==> src/rtl/booth2_mul_seq_iter_if.sv <==
// Operand/product handshake bundle for the sequential Booth-2 multiplier.
// No latency of its own; valid/ready on both the operand and product sides.
interface booth2_mul_seq_iter_if #(
    parameter int MUL_IN_WD = 32
);
    logic                   val_i;
    logic                   rdy_o;
    logic                   sgn_i;
    logic [MUL_IN_WD-1:0]   ai;
    logic [MUL_IN_WD-1:0]   bi;
    logic                   flush_i;
    logic                   val_o;
    logic                   rdy_i;
    logic [2*MUL_IN_WD-1:0] prod_o;
    logic                   busy_o;

    modport master (
        output val_i, sgn_i, ai, bi, flush_i, rdy_i,
        input  rdy_o, val_o, prod_o, busy_o
    );

    modport slave (
        input  val_i, sgn_i, ai, bi, flush_i, rdy_i,
        output rdy_o, val_o, prod_o, busy_o
    );
endinterface

==> src/rtl/booth2_mul_seq_iter.sv <==
// Sequential radix-4 Booth multiplier retiring PP_PER_CYC digits per clock; result N_ITER cycles after accept.
// Product is held in DONE until rdy_i; operands are accepted only in IDLE.
module booth2_mul_seq_iter #(
    parameter int MUL_IN_WD  = 32,
    parameter int PP_PER_CYC = 1
) (
    input  logic clk,
    input  logic rst,
    booth2_mul_seq_iter_if.slave bus
);
    localparam int NDIG   = MUL_IN_WD / 2 + 1;
    localparam int N_ITER = (NDIG + PP_PER_CYC - 1) / PP_PER_CYC;
    localparam int CNT_WD = $clog2(N_ITER) + 1;
    localparam int EXT_WD = MUL_IN_WD + 2;
    localparam int BSH_WD = EXT_WD + 1;
    localparam int ACC_WD = 2 * MUL_IN_WD + 4;

    typedef enum logic [1:0] {
        S_IDLE = 2'd0,
        S_CALC = 2'd1,
        S_DONE = 2'd2
    } state_t;

    state_t                 r_state;
    state_t                 w_state_nxt;
    logic [CNT_WD-1:0]      r_cnt;
    logic [ACC_WD-1:0]      r_acc;
    logic [ACC_WD-1:0]      r_a_sh;
    logic [BSH_WD-1:0]      r_b_sh;
    logic [2*MUL_IN_WD-1:0] r_prod;
    logic [ACC_WD-1:0]      w_acc_nxt;
    logic [EXT_WD-1:0]      w_a_ext;
    logic [EXT_WD-1:0]      w_b_ext;
    logic                   w_accept;
    logic                   w_last;

    assign w_a_ext  = {{2{bus.sgn_i & bus.ai[MUL_IN_WD-1]}}, bus.ai};
    assign w_b_ext  = {{2{bus.sgn_i & bus.bi[MUL_IN_WD-1]}}, bus.bi};
    assign w_accept = (r_state == S_IDLE) && bus.val_i && !bus.flush_i;
    assign w_last   = (r_state == S_CALC) && (r_cnt == CNT_WD'(N_ITER - 1));

    always_ff @(posedge clk) begin
        if (rst) begin
            r_state <= S_IDLE;
        end else begin
            r_state <= w_state_nxt;
        end
    end

    always_comb begin
        w_state_nxt = r_state;
        case (r_state)
            S_IDLE:  if (w_accept) w_state_nxt = S_CALC;
            S_CALC:  if (w_last) w_state_nxt = S_DONE;
            S_DONE:  if (bus.rdy_i) w_state_nxt = S_IDLE;
            default: w_state_nxt = S_IDLE;
        endcase
        if (bus.flush_i) w_state_nxt = S_IDLE;
    end

    always_comb begin
        bus.rdy_o  = (r_state == S_IDLE);
        bus.busy_o = (r_state == S_CALC);
        bus.val_o  = (r_state == S_DONE);
        bus.prod_o = r_prod;
    end

    // r_b_sh[0] is B[-1]; r_a_sh already carries the 4^i weight of digit 0 this cycle.
    always_comb begin
        logic [2:0]        w_trip;
        logic [ACC_WD-1:0] w_mag;
        logic              w_neg;
        w_acc_nxt = r_acc;
        w_trip    = 3'b000;
        w_mag     = '0;
        w_neg     = 1'b0;
        for (int k = 0; k < PP_PER_CYC; k++) begin
            w_trip = r_b_sh[2*k +: 3];
            w_mag  = '0;
            w_neg  = 1'b0;
            case (w_trip)
                3'b001, 3'b010: w_mag = r_a_sh << (2 * k);
                3'b011:         w_mag = r_a_sh << (2 * k + 1);
                3'b100: begin
                    w_mag = r_a_sh << (2 * k + 1);
                    w_neg = 1'b1;
                end
                3'b101, 3'b110: begin
                    w_mag = r_a_sh << (2 * k);
                    w_neg = 1'b1;
                end
                default: begin
                    w_mag = '0;
                    w_neg = 1'b0;
                end
            endcase
            if ((int'(r_cnt) * PP_PER_CYC + k) >= NDIG) begin
                w_mag = '0;
                w_neg = 1'b0;
            end
            w_acc_nxt = w_acc_nxt + (w_mag ^ {ACC_WD{w_neg}}) + ACC_WD'(w_neg);
        end
    end

    always_ff @(posedge clk) begin
        if (rst) begin
            r_cnt  <= '0;
            r_acc  <= '0;
            r_a_sh <= '0;
            r_b_sh <= '0;
            r_prod <= '0;
        end else if (w_accept) begin
            r_cnt  <= '0;
            r_acc  <= '0;
            r_a_sh <= {{(ACC_WD - EXT_WD){w_a_ext[EXT_WD-1]}}, w_a_ext};
            r_b_sh <= {w_b_ext, 1'b0};
        end else if ((r_state == S_CALC) && !bus.flush_i) begin
            r_cnt  <= r_cnt + 1'b1;
            r_acc  <= w_acc_nxt;
            r_a_sh <= r_a_sh << (2 * PP_PER_CYC);
            r_b_sh <= $signed(r_b_sh) >>> (2 * PP_PER_CYC);
            if (w_last) r_prod <= w_acc_nxt[2*MUL_IN_WD-1:0];
        end
    end
endmodule

==> src/flat_wrapper.sv <==
// flat-port wrapper written by rule: the top's interface ports become plain ports
module booth2_mul_seq_iter_flat 
#(
    parameter int MUL_IN_WD  = 32,
    parameter int PP_PER_CYC = 1
)
  (clk, rst, bus_val_i, bus_sgn_i, bus_ai, bus_bi, bus_flush_i, bus_rdy_i, bus_rdy_o, bus_val_o, bus_prod_o, bus_busy_o);
  booth2_mul_seq_iter_if #(.MUL_IN_WD(MUL_IN_WD)) bus_i ();
  input  logic clk;
  input  logic rst;
  input wire logic [$bits(bus_i.val_i)-1:0] bus_val_i;
  input wire logic [$bits(bus_i.sgn_i)-1:0] bus_sgn_i;
  input wire logic [$bits(bus_i.ai)-1:0] bus_ai;
  input wire logic [$bits(bus_i.bi)-1:0] bus_bi;
  input wire logic [$bits(bus_i.flush_i)-1:0] bus_flush_i;
  input wire logic [$bits(bus_i.rdy_i)-1:0] bus_rdy_i;
  output wire logic [$bits(bus_i.rdy_o)-1:0] bus_rdy_o;
  output wire logic [$bits(bus_i.val_o)-1:0] bus_val_o;
  output wire logic [$bits(bus_i.prod_o)-1:0] bus_prod_o;
  output wire logic [$bits(bus_i.busy_o)-1:0] bus_busy_o;
  assign bus_i.val_i = bus_val_i;
  assign bus_i.sgn_i = bus_sgn_i;
  assign bus_i.ai = bus_ai;
  assign bus_i.bi = bus_bi;
  assign bus_i.flush_i = bus_flush_i;
  assign bus_i.rdy_i = bus_rdy_i;
  assign bus_rdy_o = bus_i.rdy_o;
  assign bus_val_o = bus_i.val_o;
  assign bus_prod_o = bus_i.prod_o;
  assign bus_busy_o = bus_i.busy_o;
  booth2_mul_seq_iter #(.MUL_IN_WD(MUL_IN_WD), .PP_PER_CYC(PP_PER_CYC)) u_core (.clk(clk), .rst(rst), .bus(bus_i));
endmodule
==> config.mk <==
export PLATFORM = sky130hd
export DESIGN_NAME = booth2_mul_seq_iter_flat
export DESIGN_NICKNAME = d
export VERILOG_FILES = /design/src/rtl/booth2_mul_seq_iter_if.sv /design/src/rtl/booth2_mul_seq_iter.sv /design/src/flat_wrapper.sv
export SDC_FILE = /design/constraint.sdc
export NUM_CORES = 1
export LEC_CHECK = 0
export ABC_AREA = 1
export BUFFER_PORTS_ARGS = -buffer_cell sky130_fd_sc_hd__buf_2
export CORE_ASPECT_RATIO = 0.7
export CORE_UTILIZATION = 39
export DETAILED_ROUTE_END_ITERATION = 16
export PLACE_DENSITY = 0.61
export SLEW_MARGIN = 20
export SYNTH_ARGS = -nofsm -noshare
export SYNTH_HDL_FRONTEND = slang
export SYNTH_SLANG_ARGS = --single-unit
==> constraint.sdc <==
create_clock -name clk -period 5.8 [get_ports clk]
set_clock_uncertainty 0.15 [all_clocks]
set_input_delay 0.29 -clock clk [delete_from_list [all_inputs] [get_ports clk]]
set_output_delay 0.29 -clock clk [all_outputs]
set_load 0.05 [all_outputs]
# Yosys cells after proc, flatten, opt, wreduce, memory -nomap -nowiden
# Cells that the tools add are included.
[classes]
add_sub_neg = 3
n_lt_le_gt_ge = 1
eq_ne = 12
muxes = 12
n_bitwise = 4
reduce_logical = 14
[ops]
columns = ["op", "n"]
rows = [
  ["$mux 68", 3],
  ["$pmux 68 s2", 1],
  ["$add 68x1->68", 1],
  ["$add 68x68->68", 1],
  ["$xor 68x68->68", 1],
  ["$mux 35", 1],
  ["$mux 34", 1],
  ["$eq 3x3->1 const B", 3],
  ["$add 6x1->6 const B", 1],
  ["$eq 3x2->1 const B", 2],
  ["$eq 6x5->1 const B", 1],
  ["$ge 6x5->1 const B", 1],
  ["$mux 2", 3],
  ["$pmux 2 s3", 1],
  ["$reduce_and 3->1", 2],
  ["$reduce_or 2->1", 3],
  ["$logic_and 1x1->1", 4],
  ["$ne 2x1->1 const B", 2],
  ["$reduce_or 4->1", 1],
  ["$eq 3x1->1 const B", 1],
  ["$reduce_or 3->1", 1],
  ["$and 1x1->1", 2],
  ["$eq 2x1->1 const B", 1],
  ["$eq 2x2->1 const B", 1],
  ["6 further kinds", 7],
]
[totals]
register_bits = 243
inputBits = 70
output_inout_bits = 67
wordCells = 54

# Depth between registers and ports, before layout
# Gate-level depths: netlist of the first run.
[logic_depth]
word_depth = 7
ltp_mapped = 26
ltp_nobuf = 25

# Worst setup path after synthesis of the first run
# OpenSTA, ideal clock, no wires.
[synth_timing]
path_kind = "register to register"
startpoint = "register u_core.r_b_sh[0]"
endpoint = "register u_core.r_prod[40], in the netlist u_core.bus.prod_o[40]"
setup_ps = 109
t_arrival_ps = 3235
required_time_ps = 5541
setup_slack_ps = 2307
path_stages_with_launch = 22
path_buffers = 1
period_less_slack_ps = 3493
cell_sequence = "dfxtp_1 > inv_1 > ha_1 > mux2i_1 > clkbuf_1 > o22ai_1 > nand2_1 > xor2_1 > ha_1 > a21o_1 > nor2_2 > o21ai_1 > nand2_1 > nand2_2 > a21o_2 > nand2_1 > nand2_2 > a21oi_1 > or2_1 > nand3_1 > nand2_1 > inv_1"
[synth_via]
elab_chain_cells = 7
elab_cells_between_ends = 16
cone_classes = "add/sub: 2; eq/ne: 6; mux: 4; bitwise: 1; reduce/logical: 3"
[synth_lines]
columns = ["item", "line_no", "source"]
rows = [
  ["start: declaration", "booth2_mul_seq_iter.sv:29", "logic [BSH_WD-1:0] r_b_sh;"],
  ["start signal: assignment", "booth2_mul_seq_iter.sv:116", "r_b_sh <= {w_b_ext, 1'b0};"],
  ["start signal: assignment", "booth2_mul_seq_iter.sv:121", "r_b_sh <= $signed(r_b_sh) >>> (2 * PP_PER_CYC);"],
  ["$eq 3x1->1, or another cell as far along", "booth2_mul_seq_iter.sv:81", "case (w_trip)"],
  ["$reduce_or 4->1 (no source line), or another cell as far along", "n/a", ""],
  ["$pmux 68 s2 / $mux 1 (equally long branches)", "booth2_mul_seq_iter.sv:81", ""],
  ["$mux 68 / $mux 1 (equally long branches)", "booth2_mul_seq_iter.sv:97", "if ((int'(r_cnt) * PP_PER_CYC + k) >= NDIG) begin"],
  ["$xor 68x68->68", "booth2_mul_seq_iter.sv:101", "w_acc_nxt = w_acc_nxt + (w_mag ^ {ACC_WD{w_neg}}) + ACC_WD'(w_neg);"],
  ["$add 68x68->68", "booth2_mul_seq_iter.sv:101", ""],
  ["$add 68x1->68 *", "booth2_mul_seq_iter.sv:101", ""],
  ["end signal: assignment", "booth2_mul_seq_iter.sv:122", "if (w_last) r_prod <= w_acc_nxt[2*MUL_IN_WD-1:0];"],
  ["end: declaration", "booth2_mul_seq_iter.sv:30", "logic [2*MUL_IN_WD-1:0] r_prod;"],
]
# Mark *: on every way between the ends. The rest lies on a longest branch, timed or not.
# A chain may end at the register's enable or synchronous reset.

# Worst setup path after layout of the first run
[layout_timing]
startpoint = "register u_core.r_b_sh[0]"
endpoint = "register u_core.r_prod[61], in the netlist u_core.bus.prod_o[61]"
# The elaborated chain is that of the path after synthesis.

==> results of run 1 <==
synthesized netlist by cell type (all sizes together), types with 17 or more instances:
library cell  number
o21ai            173
dfxtp            235
o22ai             63
o21bai            31
nor2             310
ha                71
a221oi            64
nand3            109
nand2            429
clkbuf            78
a31oi             45
o21a              33
buf               34
o211ai            17
a21o              18
inv              332
a21oi            134
xor2              60
area by class of cell:
cell class,count,area [sq um],share of cell area (%)
inverter,334,1260,6.98
sequential,235,4700,26.1
tap,527,659,3.66
timing repair buffer,240,1690,9.39
clock inverter,8,97.6,0.542
clock buffer,39,771,4.28
multi-input combinational,1614,8810,49.0
stage by stage:
step                utilization (%)  worst slack, ns
floorplan                         -             2.31
global placement               42.4             1.22
detailed placement             42.4             1.23
CTS                            46.9             1.19
global route                   46.9            0.654
finish                         46.9             1.06
worst register-to-register path, delay by kind of cell, from the launching register on:
family / cells / cell delay [ns]
AO/OA/AOI/OAI: 3 / 0.94
adder cells (fa/ha/maj): 2 / 0.63
buffers and inverters: 7 / 1.42
flip-flops: 1 / 0.34
AND/OR/NAND/NOR: 10 / 1.17
state kept, by name, indices dropped and copies added, names as in the netlist:
| name | flops |
|---|---|
| u_core.bus.prod_o | 64 |
| u_core.r_a_sh | 64 |
| u_core.r_acc | 64 |
| u_core.r_b_sh | 35 |
| u_core.r_cnt | 6 |
| u_core.r_state | 2 |
cell families after synthesis:
kind of cell	share of synthesized area, %
xor gates and xnor gates	3.92
DFF	31.0
buffers and inverters	11.2
muxes	0.0659
and+or+nand+nor	23.8
adders and majority gates	5.98
AOI/OAI and AO/OA	24.1
power by group:
group	internal [uW]	leakage, uW	switching (uW)
Clock	1010	0.000430	723
Sequential	1660	0.00191	29.0
Combinational	183	0.00590	318
Total	2850	0.00824	1070
layout by cell type (no fill, tap or decap), drive strengths merged:
| cell type | n |
|---|---|
| a211oi | 5 |
| a21boi | 4 |
| a21o | 18 |
| a21oi | 134 |
| a221oi | 64 |
| a311oi | 1 |
| a31o | 1 |
| a31oi | 45 |
| and3 | 1 |
| buf | 155 |
| bufinv | 2 |
| clkbuf | 39 |
| clkinv | 6 |
| dfxtp | 235 |
| dlygate4sd3 | 85 |
| fa | 1 |
| ha | 71 |
| inv | 334 |
| mux2i | 1 |
| nand2 | 429 |
| nand2b | 1 |
| nand3 | 109 |
| nand4 | 5 |
| nor2 | 310 |
| nor3 | 16 |
| nor4 | 5 |
| o2111a | 1 |
| o2111ai | 1 |
| o211ai | 17 |
| o21a | 33 |
| o21ai | 173 |
| o21bai | 31 |
| o221a | 1 |
| o22ai | 63 |
| or2 | 5 |
| xnor2 | 8 |
| xor2 | 60 |
per-layer routing:
layer / wire, um / share of wire (%) / vias to the layer above
met3: 3560 / 6.6 / 59
met4: 1130 / 2.1 / 0
met2: 23200 / 43 / 440
met1: 25800 / 48 / 7295
met5: 0 / 0 / -
li1: - / - / 7915
worst min-delay path by stage:
stage,cells after the start,slack [ns],start,to
after global placement,2,0.30,u_core.r_a_sh[1],u_core.r_a_sh[1]
after detailed placement,2,0.31,u_core.r_a_sh[1],u_core.r_a_sh[1]
after floorplan,2,0.29,bus_ai[0],u_core.r_a_sh[0]
after global routing,5,0.07,bus_bi[31],u_core.r_b_sh[32]
final,5,0.03,bus_bi[31],u_core.r_b_sh[32]
after CTS,5,0.02,bus_bi[31],u_core.r_b_sh[32]
==> impl_results.md, run 1 <==
* Sequential fraction of the synthesis area at 31.0%
* CP dominant cell by count: inv_1
* GRT met2 Usage at 41.4%
* Max-slew headroom at 27.8%
* Crit path from: u_core.r_b_sh[0]
* Reg2reg start: u_core.r_b_sh[0]
* Final-layout fill cell count at 3,971
* Top FF cell, synth: dfxtp_1
* Max Buffers Root-to-Sink at 3
* Cell family with most CP delay: buffers and inverters
* Port-buffer cells at 136
* Share of layout cells above drive strength 1 at 10.2%
* Yosys top cell by area: dfxtp_1
* Final setup fails at 0
* Actual slew at the worst max-slew pin at between 1 and 1.5 ns
* Die ar. at 39,800 sq um
* CP max stage delay at about 0.66 ns
* Pwr Total at 3920 uW
* Die W at 238 um
* Routed WL at 53,700 um
* Gpl congestion at just over 1
* Crit path max fanout at 22
* Worst setup SP type: register
* Largest net degree at the start of global routing at between 90 and 100
* Clock Sinks at 235
* Reg-to-reg slack, setup at 1.06 ns
* First-pass GRT wire length at 83,400 um
* Design Area, Final at around 18,000 sq um
* Worst-Skew Late Latency at 0.56 ns
* Crit path to: u_core.bus.prod_o[61]
* Critical Path End Type: register
* Warnings, synthesis at 0
* FMAX at 211 MHz
* DR vias at ~16,000
* First drt pass iteration count at 5
* Nets at 2,593
* Crit path kind: register to register
* Total GRT Usage at 26.6%
* Setup Fix Bufs, Post-CTS at 0
* Largest cells by area after synthesis: dfxtp_1, nand2_1, inv_1
* Reg2reg path depth at 22
* Required time of the critical path at 6.10 ns
* Finished Layout Cells at 2,997
* Met3 GRT Util at 4.88%
* Post-DP HPWL at a little under 40,000 um
* Ant diodes at 0
* Gr busiest metal: met2
* Number of instances in the placed design at around 2,900
* CTS Root Cell: clkbuf_16
* Post-Syn Instances at 2,295
* Final period util at 81.7%
* Setup TNS at 0 ns
* Worst hold-check path type: input pin to register
* Total CTS buffers at 26
* Async set-reset flop share out of synthesis at 0%
* Syn nets at 2,437
* FP Rows at 60
* Post-cts resize count at 0
* Max stage delay cell, worst path: inv_1
* Worst path buffer plus inverter count at 7
* Final hold vios at 0
* Vias in the first global route at 14,600
* Max Cap Viol at 0
* Worst path depth at 22
* Gr ovfl total at 0
* Synth cell types at between 50 and 60
* CTS tree: built
* RSZ-0062 raised after global routing: no
* Core Region at 38,400 sq um
* Post-Syn Area at 15,200 sq um
* Top cell type's share of synthesized area at between 30% and 40%
* Initial Util at 39.6%
* P_leak at 0.00824 uW
* Fin Hold WS at 0.0303 ns
* CP Data Arrival Time at 5.04 ns
* DR WL/cell at 17.9 um
* Synthesized area per cell at 6.62 sq um
* DRT antenna net count at 0
* Max Slew Vio Count at 0
* Cts hold-fix bufs at between 80 and 90
* Min cycle time layout at 4.74 ns
* Status: finished, final reports clean
* Clk slew on worst S/H paths at 0.06 ns
* R2r endpoint: u_core.bus.prod_o[61]
* H-tree lvl count at 1
* EDFF count, synth at 0
* Area growth from synthesis to layout at 18.5%
* DP Area at 16,300 sq um
* Number of I/O pins at 137
* Met1 usage at 38.1%
* Initial antenna violation count at 0
* Synth Register Bits at 235
* VDD IR-drop max at 0.213 mV
* Via density at between 5 and 6
* DRC violations left at 0
* Ordered cell list for the critical path: inv_1, ha_1, nor2_1, nand2_1, nand2_1, inv_1, nand2_1, inv_1, buf_4, a21oi_1, ha_1, nand2_1, nor2_1, inv_1, nor2_1, inv_1, o21ai_0, a21oi_1, nand3_1, nand3_1, nand2_1, inv_1
* Die extent in y at ~170 um
* P per Cell Area at ~220 nW/um^2
* Initial DRC count at 1,515
(Power assumes the default switching activity.)
==> run 2, diff against run 1 <==
- PLACE_DENSITY: 0.61 -> 0.63
- clock period: 5.8 -> 4.35 ns (I/O delays scaled with it)
==> run 2 against run 1 <==
Effect of this change: the flow now finishes with violations (negative hold slack); count of clock-buffer cells in the layout shrank 9; combinational power grew 36%; power grew 40%; worst setup slack lost 0.85 ns; largest power group unchanged; highest routed layer unchanged.
==> impl_results.md, run 2 (synthesized netlist as in run 1, its figures left out) <==
* Worst setup SP type: register
* Largest net degree at the start of global routing at 97 (-1.0%)
* Post-DP HPWL at 38,500 um (-2.4%)
* Core Region at 38,400 sq um (unchanged)
* Net Sw Frac at 26.9% (-0.41 points)
* First drt pass iteration count at 6 (+1)
* Via density at 5.33 (+1.7%)
* Max Cap Viol at 0 (unchanged)
* Reg-to-reg slack, setup at 0.21 ns (-0.85 ns)
* Port-buffer cells at 136 (unchanged)
* Most common cell after layout, fill and taps aside: nand2_1
* Max Slew Vio Count at 0 (unchanged)
* First-pass GRT wire length at 81,700 um (-1.9%)
* Routed wl met3 at 3870 um (+8.6%)
* Die ar. at 39,800 sq um (unchanged)
* Flop pwr share at 41.1% (-2.0 points)
* Place WS at 0.248 ns (-0.984 ns)
* Critical Path End Type: register
* DR WL/cell at 17.6 um (-2.1%)
* VDD IR-drop max at 0.281 mV (+32%)
* Initial DRC count at 1,563 (+3.2%)
* P_leak at 0.00837 uW (+1.7%)
* Crit path max fanout at 16 (-27%)
* Number of I/O pins at 137 (unchanged)
* Clock Sinks at 235 (unchanged)
* Sw Pwr at 1470 uW (+38%)
* Final period util at 95.2% (+14 points)
* PnR worst setup slack at 0.207 ns (-0.854 ns)
* Total GRT Usage at 25.8% (-0.78 points)
* Vias in the first global route at 15,000 (+2.4%)
* Actual slew at the worst max-slew pin at 1.07 ns (-0.0172 ns)
* Combinational share of power at 12.4% (-0.4 points)
* Status: complete, but fails checks
* Fin Hold WS at -0.00380 ns (-0.0341 ns)
* Most frequent cells in the layout: nand2_1, inv_1, nor2_1
* Clk slew on worst S/H paths at 0.07 ns (about the same)
* Ant diodes at 0 (unchanged)
* Area growth from synthesis to layout at 21.0%
* Clk pwr share at 46.4% (+2.3 points)
* Failing checks: negative hold slack
* Share of layout cells above drive strength 1 at 12.6% (+2.4 points)
* Highest Signal Layer: met4
* CTS Root Cell: clkbuf_16
* Min cycle time layout at 4.14 ns (-0.596 ns)
* Initial Util at 39.6% (unchanged)
* Final hold vios at 1 (+1)
* Die W at 238 um (unchanged)
* DRT antenna net count at 0 (unchanged)
* P per Cell Area at 298 nW/um^2 (+37%)
* DRC violations left at 0 (unchanged)
* Die extent in y at 167 um (unchanged)
* CTS tree: built
* Required time of the critical path at 4.65 ns (-1.45 ns)
* FP Rows at 60 (unchanged)
* Max Buffers Root-to-Sink at 3 (unchanged)
* Final setup fails at 0 (unchanged)
* Cell internal pwr at 4010 uW (+41%)
* CP Data Arrival Time at 4.44 ns (-0.60 ns)
* Worst hold-check path type: input pin to register
* Wl on met1 at 24,800 um (-4.0%)
* Gr ovfl total at 0 (unchanged)
* Total CTS buffers at 26 (unchanged)
* Nets at 2,607 (+0.54%)
* Routed WL at 52,900 um (-1.6%)
* Crit path kind: register to register
* Final-layout fill cell count at 3,895 (-1.9%)
* Worst-Skew Late Latency at 0.56 ns (about the same)
* Max-slew headroom at 28.9% (+1.1 points)
* DR vias at 16,100 (+2.2%)
* Initial antenna violation count at 1 (+1)
* H-tree lvl count at 1 (unchanged)
* FMAX at 241 MHz (+14%)
* Gpl congestion at 1.01 (-3.1%)
* Metal2 WL at 22,700 um (-2.1%)
-- run 2: repair_timing --
action | CTS | global route
gates resized for setup | 0 | 28
buffers inserted | 0 | 4
endpoints found under the setup margin | 0 | 36
hold buffers | 68 | 0
hold endpoints to repair | 68 | 0
-- run 2: critical path, cell delays in order, from the launching register on --
cell      delay [ns]
dfxtp_1         0.39
inv_1           0.08
ha_1            0.24
nor2_1          0.11
nand2_1         0.05
nand2_1         0.08
inv_1           0.08
nand2_4         0.13
inv_1           0.07
buf_4           0.20
a21oi_1         0.32
ha_1            0.35
a21oi_1         0.26
o21ai_0         0.18
nor2_1          0.31
o21ai_0         0.22
a211oi_1        0.27
buf_4           0.19
nand2_1         0.05
nand2_1         0.08
nand3_1         0.07
nand2_1         0.09
inv_1           0.03
-- run 2: final timing paths --
check        cells after the start             start               endpoint
min                              2               rst   u_core.bus.prod_o[2]
min reg2reg                      2  u_core.r_a_sh[1]       u_core.r_a_sh[1]
max                             22  u_core.r_b_sh[0]  u_core.bus.prod_o[54]
max reg2reg                     22  u_core.r_b_sh[0]  u_core.bus.prod_o[54]
-- run 2: area by class of cell --
type	count	area [sq um]	share of cell area, %
multi-input cells	1614	8930	48.6
clock buffers	30	707	3.85
repair buffers	254	1850	10.1
well taps	527	659	3.59
clock inverters	18	273	1.48
inverters	334	1260	6.83
flip-flops and latches	235	4700	25.6
-- run 2: routing by layer --
| layer | up-vias | GRT usage, % |
|---|---|---|
| li1 | 7940 | - |
| met1 | 7474 | 36.4 |
| met2 | 555 | 40.0 |
| met3 | 89 | 4.86 |
| met5 | - | 0 |
| met4 | 0 | 7.15 |
-- run 2: power by group through the flow --
stage	clock (uW)	combinational [uW]	sequential [uW]
after detailed placement	0	610	2300
after floorplan	0	414	2290
after global routing	2680	748	2260
after CTS	2600	660	2250
after global placement	0	604	2300
final	2550	683	2260
-- run 2: metrics by stage --
step / area [sq um] / std cells / utilization, % / total power [uW] / setup TNS (ns)
floorplan: 15200 / 2295 / - / 2700 / 0
global placement: 16500 / 2889 / 43.0 / 2900 / 0
detailed placement: 16500 / 2889 / 43.0 / 2910 / 0
CTS: 18200 / 3005 / 47.3 / 5510 / 0
global route: 18400 / 3012 / 47.9 / 5690 / -0.0408
finish: 18400 / 3012 / 47.9 / 5480 / 0
==> run 3, diff against run 2 <==
- CORE_UTILIZATION: 39 -> 46
- PLACE_DENSITY: 0.63 -> 0.72
==> run 3 against run 2 <==
Effect of this change: the flow now finishes without violations; power down 5.9%; via count grew 0.50%; sequential share of layout area increased by 0.27 points; global-route usage rose by 4.4 points; worst setup slack got worse by 0.0029 ns; combinational power rose by 0.6%; count of clock-buffer cells in the layout up 8; register-to-register slack barely moved; wire length down 2.7%; final area shrank 1.1%; core utilization grew 8.2 points; first-iteration DRC count fell by 0.96%.
==> impl_results.md, run 3 (synthesized netlist as in run 1, its figures left out) <==
* Status: finished, final reports clean
* Via density at 5.51 (+3.4%)
* Actual slew at the worst max-slew pin at 1.04 ns (-0.0211 ns)
* Routed WL at 51,400 um (-2.7%)
* Final-layout fill cell count at 3,120 (-20%)
* Max Cap Viol at 0 (unchanged)
* Combinational share of power at 13.3% (+0.9 points)
* Final setup fails at 0 (unchanged)
* Crit path max fanout at 13 (-3)
* Gpl congestion at 0.997 (-1.1%)
* Total CTS buffers at 26 (unchanged)
* Most common cell after layout, fill and taps aside: nand2_1
* Worst hold stages at 4 (+2)
* Design Area, Final at 18,200 sq um (-1.1%)
* PnR worst setup slack at 0.205 ns (-0.00288 ns)
* Initial DRC count at 1,548 (-0.96%)
* Vias in the first global route at 15,000 (+0.0067%)
* FMAX at 241 MHz (about the same)
* Reg-to-reg slack, setup at 0.20 ns (about the same)
* Die extent in y at 154 um (-7.8%)
* First-pass GRT wire length at 80,700 um (-1.2%)
* Ant diodes at 0 (unchanged)
* Max-slew headroom at 30.3% (+1.4 points)
* Crit path to: u_core.bus.prod_o[53]
* CTS tree: built
* Worst setup SP type: register
* Required time of the critical path at 4.70 ns (+0.05 ns)
* Gr ovfl total at 0 (unchanged)
* Clk slew on worst S/H paths at 0.06 ns (about the same)
* Area of the multi-input gates at 8860 sq um (-0.80%)
* Final hold vios at 0 (-1)
* Core Region at 32,400 sq um (-16%)
* RSZ-0062 raised after global routing: yes
* Clk pwr share at 43.0% (-3.4 points)
* Crit path from: u_core.r_cnt[0]
* Flop pwr share at 43.7% (+2.6 points)
* R2r endpoint: u_core.bus.prod_o[53]
* Met1 usage at 42.4% (+6.0 points)
* Met3 GRT Util at 6.13% (+1.3 points)
* Worst-Skew Late Latency at 0.56 ns (about the same)
* Place WS at 0.275 ns (+0.0272 ns)
* DP Area at 16,400 sq um (-0.90%)
* FF/Latch Area at 4700 sq um (unchanged)
* Crit path kind: register to register
* DR WL/cell at 17.6 um (about the same)
* Pwr Total at 5160 uW (-5.9%)
* Clock Sinks at 235 (unchanged)
* CTS Root Cell: clkbuf_16
* Die W at 219 um (-7.9%)
* DRT antenna net count at 0 (unchanged)
* VDD IR-drop max at 0.298 mV (+5.9%)
* Area growth from synthesis to layout at 19.7%
* Most frequent cells in the layout: nand2_1, inv_1, nor2_1
* Gr busiest metal: met2
* Critical Path End Type: register
* Post-DP HPWL at 37,300 um (-3.0%)
* Number of I/O pins at 137 (unchanged)
* FP Rows at 55 (-8.3%)
* Share of layout cells above drive strength 1 at 11.4% (-1.3 points)
* Finished Layout Cells at 2,927 (-2.8%)
* Nets at 2,624 (+0.65%)
* Total GRT Usage at 30.2% (+4.4 points)
* P per Cell Area at 284 nW/um^2 (-4.9%)
* CP Data Arrival Time at 4.49 ns (+0.05 ns)
* Die ar. at 33,800 sq um (-15%)
* Initial Util at 46.9% (+7.3 points)
* First drt pass iteration count at 6 (unchanged)
* DRC violations left at 0 (unchanged)
* DR vias at 16,100 (+0.50%)
* Largest net degree at the start of global routing at 96 (-1.0%)
* Max Slew Vio Count at 0 (unchanged)
* Number of instances in the placed design at 2,786 (-3.6%)
* Initial antenna violation count at 1 (unchanged)
* Min cycle time layout at 4.15 ns (+0.00288 ns)
* P_leak at 0.00839 uW (+0.20%)
* Worst hold-check path type: input pin to register
* Reg2reg start: u_core.r_cnt[0]
* H-tree lvl count at 1 (unchanged)
* Reg2reg path depth at 22 (unchanged)
* Port-buffer cells at 136 (unchanged)
* Max Buffers Root-to-Sink at 3 (unchanged)
* Cell internal pwr at 3740 uW (-6.7%)
* Sw Pwr at 1420 uW (-3.7%)
* Net Sw Frac at 27.5% (+0.62 points)
* Final period util at 95.3% (about the same)
* Setup TNS at 0 ns (unchanged)
* GRT met2 Usage at 46.3% (+6.2 points)
==> run 3: what timing repair did <==
action / CTS / global route
endpoints found under the hold margin: 68 / 0
resized for setup: 0 / 13
setup buffers: 0 / 2
endpoints found under the setup margin: 0 / 18
hold buffers: 93 / 0
==> run 3: through the flow <==
stage,util (%),hold slack [ns]
6_report,56.1,0.129
5_1_grt,56.1,0.159
4_1_cts,55.9,0.122
3_5_place_dp,50.4,0.308
3_3_place_gp,50.4,0.301
2_1_floorplan,-,0.217
==> run 3: how the worst min path moves through the flow <==
stage                      from                end  slack, ns
5_1_grt               bus_val_i  u_core.r_state[0]       0.16
2_1_floorplan         bus_ai[0]   u_core.r_a_sh[0]       0.22
4_1_cts               bus_val_i  u_core.r_state[0]       0.12
3_3_place_gp   u_core.r_a_sh[1]   u_core.r_a_sh[1]       0.30
6_report              bus_val_i  u_core.r_state[0]       0.13
3_5_place_dp   u_core.r_a_sh[1]   u_core.r_a_sh[1]       0.31
==> run 3: layout make-up <==
class | count | area share [%]
clock inverters | 8 | 0.426
well taps | 427 | 2.94
multi-input cells | 1614 | 48.7
flip-flops and latches | 235 | 25.9
clock buffers | 38 | 4.16
repair buffers | 271 | 11.0
inverters | 334 | 6.91
==> run 3: routing by layer <==
metal / up-vias / part of all wire (%) / wire length (um)
li1: 7977 / - / -
met5: - / 0 / 0
met3: 97 / 7.9 / 4090
met4: 0 / 3.3 / 1690
met2: 598 / 43 / 21900
met1: 7467 / 46 / 23800
==> run 3: critical path: stages, from the launching register on <==
cell and delay [ns]:
dfxtp_1 0.40, inv_1 0.10, ha_1 0.20, nand2_1 0.10, nand2_2 0.07, nand3_4 0.11
inv_2 0.05, nand2_1 0.11, inv_1 0.12, buf_4 0.22, a21oi_1 0.32, ha_1 0.35
a21oi_1 0.22, o21ai_1 0.13, a21oi_1 0.31, o21a_1 0.18, o21ai_1 0.07, a21oi_1 0.12
nand2_1 0.12, xor2_1 0.30, buf_4 0.22, o21ai_1 0.06, inv_1 0.07
==> run 3: power by group through the flow <==
stage | combinational, uW | sequential (uW) | clock, uW
finish | 687 | 2260 | 2220
global route | 752 | 2260 | 2350
CTS | 670 | 2250 | 2260
detailed placement | 605 | 2300 | 0
global placement | 600 | 2300 | 0
floorplan | 414 | 2290 | 0
